`config.mk`:
```
export PLATFORM = sky130hd
export DESIGN_NAME = count_threshold_monitor
export DESIGN_NICKNAME = d
export VERILOG_FILES = /design/src/rtl/count_threshold_monitor.sv
export SDC_FILE = /design/constraint.sdc
export NUM_CORES = 2
export LEC_CHECK = 0
export ABC_AREA = 1
export CAP_MARGIN = 40
export CORE_UTILIZATION = 53
export CTS_BUF_LIST = sky130_fd_sc_hd__clkbuf_2
export DETAILED_ROUTE_END_ITERATION = 8
export PLACE_DENSITY_LB_ADDON = 0.2
export SYNTH_ARGS = -nofsm -noshare
export SYNTH_HDL_FRONTEND = slang
export SYNTH_SLANG_ARGS = --single-unit
```
`constraint.sdc`:
```
create_clock -name clk -period 27.4 [get_ports clk]
set_input_delay 4.11 -clock clk [delete_from_list [all_inputs] [get_ports clk]]
set_output_delay 4.11 -clock clk [all_outputs]
set_load 0.05 [all_outputs]
```
`src/rtl/count_threshold_monitor.sv`:
```
// count_threshold_monitor
// Watches per-window count vectors and checks each channel against a high and
// a low threshold. Hysteresis and a hold-off of consecutive windows apply to
// every transition. Channels are scanned one per clock, so alarm transitions
// can be serialised into a single first-word-fall-through event FIFO.
// Optional feature macro: COUNT_MONITOR_PEAK_EN adds the per-channel peak
// registers and the peak_o port.
module count_threshold_monitor #(
  parameter int NUM_OF_CHANNELS = 16,
  parameter int COUNT_WIDTH     = 32,
  parameter int HOLD_WIDTH      = 8,
  parameter int FIFO_DEPTH      = 16,
  localparam int CW = (NUM_OF_CHANNELS > 1) ? $clog2(NUM_OF_CHANNELS) : 1
) (
  input  logic                                   clk,
  input  logic                                   rst_n,
  input  logic [NUM_OF_CHANNELS*COUNT_WIDTH-1:0] count_data_i,
  input  logic                                   count_valid_i,
  input  logic                                   config_en_i,
  input  logic [COUNT_WIDTH-1:0]                 high_thr_i,
  input  logic [COUNT_WIDTH-1:0]                 low_thr_i,
  input  logic [HOLD_WIDTH-1:0]                  hold_i,
  input  logic                                   clear_i,
  output logic [NUM_OF_CHANNELS-1:0]             alarm_o,
  output logic                                   evt_tvalid_o,
  input  logic                                   evt_tready_i,
  output logic [CW-1:0]                          evt_channel_o,
  output logic                                   evt_rise_o,
  output logic [COUNT_WIDTH-1:0]                 evt_count_o,
  output logic                                   overflow_o,
  output logic                                   missed_o,
  output logic                                   busy_o
`ifdef COUNT_MONITOR_PEAK_EN
  ,
  output logic [NUM_OF_CHANNELS*COUNT_WIDTH-1:0] peak_o
`endif
);

  localparam int AW = $clog2(FIFO_DEPTH);
  localparam int EW = CW + 1 + COUNT_WIDTH;

  localparam logic [0:0] S_IDLE = 1'b0;
  localparam logic [0:0] S_SCAN = 1'b1;

  localparam logic [CW-1:0] LAST_IDX = CW'(NUM_OF_CHANNELS - 1);

  // A hold of zero behaves like a hold of one.
  function automatic logic [HOLD_WIDTH-1:0] eff_hold(input logic [HOLD_WIDTH-1:0] h);
    return (h == '0) ? HOLD_WIDTH'(1) : h;
  endfunction

  // Run counters stick at their maximum instead of wrapping.
  function automatic logic [HOLD_WIDTH-1:0] sat_inc(input logic [HOLD_WIDTH-1:0] v);
    return (&v) ? v : v + HOLD_WIDTH'(1);
  endfunction

  // FSM and scan index
  logic [0:0]    state_q, state_d;
  logic [CW-1:0] idx_q, idx_d;

  // Configuration registers and the per-scan shadow copy
  logic [COUNT_WIDTH-1:0] cfg_high_q, cfg_high_d;
  logic [COUNT_WIDTH-1:0] cfg_low_q, cfg_low_d;
  logic [HOLD_WIDTH-1:0]  cfg_hold_q, cfg_hold_d;
  logic [COUNT_WIDTH-1:0] shd_high_q;
  logic [COUNT_WIDTH-1:0] shd_low_q;
  logic [HOLD_WIDTH-1:0]  shd_hold_q;

  // Captured window and per-channel state
  logic [COUNT_WIDTH-1:0]     cnt_q [NUM_OF_CHANNELS];
  logic [NUM_OF_CHANNELS-1:0] alarm_q;
  logic [HOLD_WIDTH-1:0]      run_q [NUM_OF_CHANNELS];

  // Sticky flags
  logic overflow_q, missed_q;

  // Event FIFO
  logic [EW-1:0] fifo_mem_q [FIFO_DEPTH];
  logic [AW:0]   wr_ptr_q, rd_ptr_q;
  logic          fifo_empty, fifo_full, fifo_pop, fifo_push;
  logic [EW-1:0] rd_ent;

  // Evaluation of the current channel
  logic                   start;
  logic                   scan;
  logic [COUNT_WIDTH-1:0] cur_cnt;
  logic [HOLD_WIDTH-1:0]  cur_run;
  logic                   cur_alarm;
  logic                   hit;
  logic [HOLD_WIDTH:0]    run_p1;
  logic                   fire;
  logic [HOLD_WIDTH-1:0]  run_nxt;
  logic [EW-1:0]          push_ent;

  assign scan  = (state_q == S_SCAN);
  assign start = (state_q == S_IDLE) && count_valid_i;

  // A config write in the same cycle as a window strobe lands in that scan.
  always_comb begin
    cfg_high_d = cfg_high_q;
    cfg_low_d  = cfg_low_q;
    cfg_hold_d = cfg_hold_q;
    if (config_en_i) begin
      cfg_high_d = high_thr_i;
      cfg_low_d  = low_thr_i;
      cfg_hold_d = hold_i;
    end
  end

  // Next-state logic for the IDLE/SCAN sequencer.
  always_comb begin
    state_d = state_q;
    idx_d   = idx_q;
    if (start) begin
      state_d = S_SCAN;
      idx_d   = '0;
    end else if (scan) begin
      if (idx_q == LAST_IDX) begin
        state_d = S_IDLE;
        idx_d   = '0;
      end else begin
        idx_d = idx_q + CW'(1);
      end
    end
  end

  // Threshold test, hold-off counting and transition detect for channel idx.
  always_comb begin
    cur_cnt   = cnt_q[idx_q];
    cur_run   = run_q[idx_q];
    cur_alarm = alarm_q[idx_q];
    hit       = cur_alarm ? (cur_cnt <= shd_low_q) : (cur_cnt >= shd_high_q);
    run_p1    = {1'b0, cur_run} + {{HOLD_WIDTH{1'b0}}, 1'b1};
    fire      = scan && hit && (run_p1 >= {1'b0, eff_hold(shd_hold_q)});
    run_nxt   = '0;
    if (hit && !fire) begin
      run_nxt = sat_inc(cur_run);
    end
    push_ent  = {idx_q, ~cur_alarm, cur_cnt};
  end

  // FIFO status; a full FIFO still accepts a push when it pops in the same cycle.
  always_comb begin
    fifo_empty = (wr_ptr_q == rd_ptr_q);
    fifo_full  = (wr_ptr_q[AW] != rd_ptr_q[AW]) &&
                 (wr_ptr_q[AW-1:0] == rd_ptr_q[AW-1:0]);
    fifo_pop   = !fifo_empty && evt_tready_i;
    fifo_push  = fire && (!fifo_full || fifo_pop);
    rd_ent     = fifo_mem_q[rd_ptr_q[AW-1:0]];
  end

  // Sequencer registers.
  always_ff @(posedge clk or negedge rst_n) begin
    if (!rst_n) begin
      state_q <= S_IDLE;
      idx_q   <= '0;
    end else begin
      state_q <= state_d;
      idx_q   <= idx_d;
    end
  end

  // Config registers reset to "never alarm": high all-ones, low zero, hold one.
  always_ff @(posedge clk or negedge rst_n) begin
    if (!rst_n) begin
      cfg_high_q <= '1;
      cfg_low_q  <= '0;
      cfg_hold_q <= HOLD_WIDTH'(1);
    end else begin
      cfg_high_q <= cfg_high_d;
      cfg_low_q  <= cfg_low_d;
      cfg_hold_q <= cfg_hold_d;
    end
  end

  // Window and shadow capture; only read during a scan that follows a capture.
  always_ff @(posedge clk) begin
    if (start) begin
      shd_high_q <= cfg_high_d;
      shd_low_q  <= cfg_low_d;
      shd_hold_q <= cfg_hold_d;
      for (int i = 0; i < NUM_OF_CHANNELS; i++) begin
        cnt_q[i] <= count_data_i[i*COUNT_WIDTH +: COUNT_WIDTH];
      end
    end
  end

  // Per-channel alarm bit and run counter, one channel updated per scan cycle.
  always_ff @(posedge clk or negedge rst_n) begin
    if (!rst_n) begin
      alarm_q <= '0;
      for (int i = 0; i < NUM_OF_CHANNELS; i++) begin
        run_q[i] <= '0;
      end
    end else if (scan) begin
      run_q[idx_q] <= run_nxt;
      if (fire) begin
        alarm_q[idx_q] <= ~cur_alarm;
      end
    end
  end

  // Sticky flags; a set condition beats a simultaneous clear.
  always_ff @(posedge clk or negedge rst_n) begin
    if (!rst_n) begin
      overflow_q <= 1'b0;
      missed_q   <= 1'b0;
    end else begin
      if (fire && fifo_full && !fifo_pop) begin
        overflow_q <= 1'b1;
      end else if (clear_i) begin
        overflow_q <= 1'b0;
      end
      if (count_valid_i && scan) begin
        missed_q <= 1'b1;
      end else if (clear_i) begin
        missed_q <= 1'b0;
      end
    end
  end

  // FIFO pointers; the extra MSB distinguishes full from empty.
  always_ff @(posedge clk or negedge rst_n) begin
    if (!rst_n) begin
      wr_ptr_q <= '0;
      rd_ptr_q <= '0;
    end else begin
      if (fifo_push) begin
        wr_ptr_q <= wr_ptr_q + (AW+1)'(1);
      end
      if (fifo_pop) begin
        rd_ptr_q <= rd_ptr_q + (AW+1)'(1);
      end
    end
  end

  // FIFO storage; stale contents are masked at the outputs while empty.
  always_ff @(posedge clk) begin
    if (fifo_push) begin
      fifo_mem_q[wr_ptr_q[AW-1:0]] <= push_ent;
    end
  end

`ifdef COUNT_MONITOR_PEAK_EN
  logic [COUNT_WIDTH-1:0] peak_q [NUM_OF_CHANNELS];

  // Running per-channel maximum; clear beats a same-cycle update.
  always_ff @(posedge clk or negedge rst_n) begin
    if (!rst_n) begin
      for (int i = 0; i < NUM_OF_CHANNELS; i++) begin
        peak_q[i] <= '0;
      end
    end else if (clear_i) begin
      for (int i = 0; i < NUM_OF_CHANNELS; i++) begin
        peak_q[i] <= '0;
      end
    end else if (scan && (cur_cnt > peak_q[idx_q])) begin
      peak_q[idx_q] <= cur_cnt;
    end
  end

  // Pack the peak registers onto the output bus.
  always_comb begin
    peak_o = '0;
    for (int i = 0; i < NUM_OF_CHANNELS; i++) begin
      peak_o[i*COUNT_WIDTH +: COUNT_WIDTH] = peak_q[i];
    end
  end
`endif

  // Output drive; event fields read as zero while the FIFO is empty.
  always_comb begin
    alarm_o       = alarm_q;
    overflow_o    = overflow_q;
    missed_o      = missed_q;
    busy_o        = scan;
    evt_tvalid_o  = !fifo_empty;
    evt_channel_o = '0;
    evt_rise_o    = 1'b0;
    evt_count_o   = '0;
    if (!fifo_empty) begin
      evt_channel_o = rd_ent[EW-1 -: CW];
      evt_rise_o    = rd_ent[COUNT_WIDTH];
      evt_count_o   = rd_ent[COUNT_WIDTH-1:0];
    end
  end

endmodule
```
==> flow_summary.ini <==
[status]
status = finished clean

[power]
clkPwrFrac_pct = 17.4
p_switching_mw = 3.67
pwr-share-comb_pct = 44.9
p_per_area_nw_per_um2 = 117
swShare_pct = 44.8
sequentialPowerShare_pct = 37.7
totalPowerFinal_mw = 8.20
static-leakage-power_nw = 26.5
ir_drop_uv = 128
power.internal_mw = 4.53

[clock_tree]
clk_pin_slew_ns = 0.09
cts-buffers-inserted = 364
cts_setup_buffers = 0
clk_latency_ns = 1.66
cts_resized = 0
cts_hold_buf = 0
cts_buffer_depth = 4
htreeDepth = 5
cts_root_buffer = clkbuf_2
cts_tree = yes
cts_sinks = 1409

[grt]
grt_overflow = 0
first_global_vias = 41100
grt_pass1_wl_mm = 265
grt_antenna_before_repair = 56
grt_util_all_layers_pct = 32.9
grt_max_degree = 233

[synth]
synth.cell_area_um2 = 58100
synth_seq_cells = 1409
synth_sequential_area_ratio_pct = 70.9
yosysWarningCount = 0
synthArstFlopShare_pct = 16.5
synth_edf_count = 1176
synth_area_per_cell_um2 = 12.1
syn_nets = 5469
synth_cells = 4797
synthFlopType = edfxtp_1
yosysUniqueCellTypes = 42

[flow_run]
maxCapViolCount = 0

[die]
chipWidth_um = 333
dieHeight_um = 333
core_region_area_um2 = 109000
dieArea_um2 = 111000
ios = 647
initial_core_util_pct = 53.4
rows = 121

[final_layout]
fin_area_um2 = 69800
regArea_um2 = 41200
final_common_cell = edfxtp_1
fillers = 8350
syn_to_final_growth_pct = 20.1
final_cell_mix = 1176 x edfxtp_1, 863 x nand2_1, 662 x nor2_1
fin_nets = 6301
drive_above_1_share_pct = 14.3
multiInputGateArea_um2 = 15000

[route]
dr.first_iter.drc_count = 4694
routedWlPerCell_um = 25.0
vias = 42200
post_drt_via_cell_ratio = 5.73
postRouteAntennaNets = 0
finalWirelength_mm = 184
drc_errors = 0
drt_pass1_iterations = 6

[min_path]
hold_path_class = reg2reg
holdPathEnd = run_q[17]
hold_depth = 2
min_from = run_q[17]

[worst_setup_path]
r2r_start = idx_q[1]
required_ns = 23.29
start_kind = flip-flop
critical_path_class = reg2out
cp_slowest_cell = dfrtp_4
cp_num_buf_inv = 2
ff2ff_path_depth = 22
crit_family = buffers and inverters
r2r_end = fifo_mem_q[0][6]
worstPathMaxFanout = 232
rrSetupSlack_ns = 19.54
worstPathArrival_ns = 5.35
crit_chain = buf_12 -> o21ai_0 -> o221ai_1 -> o211ai_1 -> a31oi_1 -> clkdlybuf4s50_1
cpPeakStageDelay_ns = 0.89
crit_path_end_kind = output pin

[place]
dpl_cell_area_um2 = 66500
dp_hpwl_mm = 118
place_congestion = 0.952
portBuffers = 646

[sta]
skew_ns = 0.170
fin_setup_tns_ns = 0
final_max_slew_viol_count = 0
max_freq_ghz = 0.106
hold_viol_final = 0
finalSetupViolCount = 0
finalCritPeriodShare_pct = 34.5
tightest_slew_ns = 1.15
slew_headroom_pct = 23.2
min_period_ns = 9.46
grt_setup_unrepaired = false
## through the flow
stage               cells  setup WS [ns]  utilization [%]  hold slack, ns
global placement     6647          19.31             60.6           0.457
finish               7359          17.94             64.1           0.484
detailed placement   6676          19.45             61.1           0.463
floorplan            4797           7.51                -           0.444
CTS                  7315          17.72             64.0           0.486
global route         7353          17.70             64.1           0.501
## logic make-up (layout without fill, tap and decap cells)
| family | count (synthesis) | in the layout | synth area share, % |
|---|---|---|---|
| compound gates | 812 | 812 | 8.41 |
| simple gates | 1841 | 1841 | 12.7 |
| fa+ha+maj | 82 | 82 | 1.77 |
| mux | 132 | 132 | 2.43 |
| other cells | 0 | 43 | 0 |
| xor+xnor | 15 | 15 | 0.239 |
| flops | 1409 | 1409 | 70.9 |
| buf+inv | 506 | 1611 | 3.59 |
## area by class of cell
class,instances,area share [%]
sequential,1409,59.0
multi-input combinational,2882,21.5
timing repair buffer,745,10.9
clock buffer,568,4.07
tap,1414,2.53
inverter,227,1.25
clock inverter,71,0.550
antenna,43,0.154
## per-layer routing
layer | share of wire, % | track usage, % | routed length [um]
met1 | 37 | 41.7 | 68800
met4 | 4.5 | 16.8 | 8330
met5 | 0.079 | 0 | 146
met3 | 10 | 8.72 | 18600
met2 | 48 | 52.2 | 88300
## synth_stat cells, types with 2 or more instances
| library cell | n | area share, % |
|---|---|---|
| nor4_1 | 2 | 0.022 |
| nand4_1 | 42 | 0.45 |
| o21ai_1 | 4 | 0.034 |
| ha_1 | 82 | 1.8 |
| o211ai_1 | 14 | 0.18 |
| nor2_1 | 684 | 4.4 |
| inv_2 | 9 | 0.058 |
| buf_6 | 8 | 0.15 |
| inv_1 | 217 | 1.4 |
| o221ai_1 | 60 | 0.90 |
| nand2_2 | 3 | 0.032 |
| nor2_2 | 2 | 0.022 |
| o22ai_1 | 132 | 1.4 |
| dfstp_2 | 33 | 1.5 |
| dfrtp_1 | 200 | 8.6 |
| nor2_4 | 3 | 0.058 |
| edfxtp_1 | 1176 | 61 |
| xnor2_1 | 6 | 0.090 |
| buf_1 | 24 | 0.15 |
| mux2_2 | 72 | 1.4 |
| nor3_1 | 4 | 0.034 |
| o21a_1 | 5 | 0.065 |
| o32ai_1 | 88 | 1.3 |
| xor2_1 | 8 | 0.12 |
| mux2i_1 | 60 | 1.0 |
| buf_2 | 32 | 0.28 |
| buf_4 | 22 | 0.28 |
| a21oi_1 | 33 | 0.28 |
| clkbuf_1 | 193 | 1.2 |
| o21ai_0 | 436 | 3.8 |
| nand3_1 | 234 | 2.0 |
| nand2_1 | 863 | 5.6 |
| a31oi_1 | 37 | 0.40 |
## worst register-to-register path: cells and delay by family (launching register included)
kind	cells	cell delay, ns
DFF	1	0.79
AOI/OAI and AO/OA	2	0.85
and+or+nand+nor	12	2.10
buffers and inverters	7	3.48
adders and majority gates	1	0.21
## power groups by stage
stage	Combinational [mW]	Sequential [mW]	Clock, mW
floorplan	2.22	3.19	0
global placement	3.46	3.14	0
detailed placement	3.63	3.13	0
CTS	3.64	3.09	1.45
global route	3.94	3.11	1.55
finish	3.69	3.09	1.43
## worst max-delay path by stage
stage / startpoint / cells past startpoint / to / slack, ns
5_1_grt: rd_ptr_q[1] / 6 / evt_count_o[20] / 17.70
4_1_cts: rd_ptr_q[0] / 7 / evt_count_o[22] / 17.72
3_3_place_gp: rd_ptr_q[0] / 7 / evt_count_o[22] / 19.31
3_5_place_dp: rd_ptr_q[0] / 7 / evt_count_o[22] / 19.45
6_report: rd_ptr_q[1] / 6 / evt_count_o[20] / 17.94
2_1_floorplan: count_valid_i / 2 / cnt_q[0][0] / 7.51
## state kept, by name, summed over array words and instances (netlist names), 4 cells and up
register    count
alarm_o        16
cfg_high_q     32
cfg_hold_q      8
cfg_low_q      32
cnt_q         512
fifo_mem_q    592
idx_q           4
rd_ptr_q        5
run_q         128
shd_high_q     32
shd_hold_q      8
shd_low_q      32
wr_ptr_q        5
No activity file was read; power rests on OpenSTA's default activity.
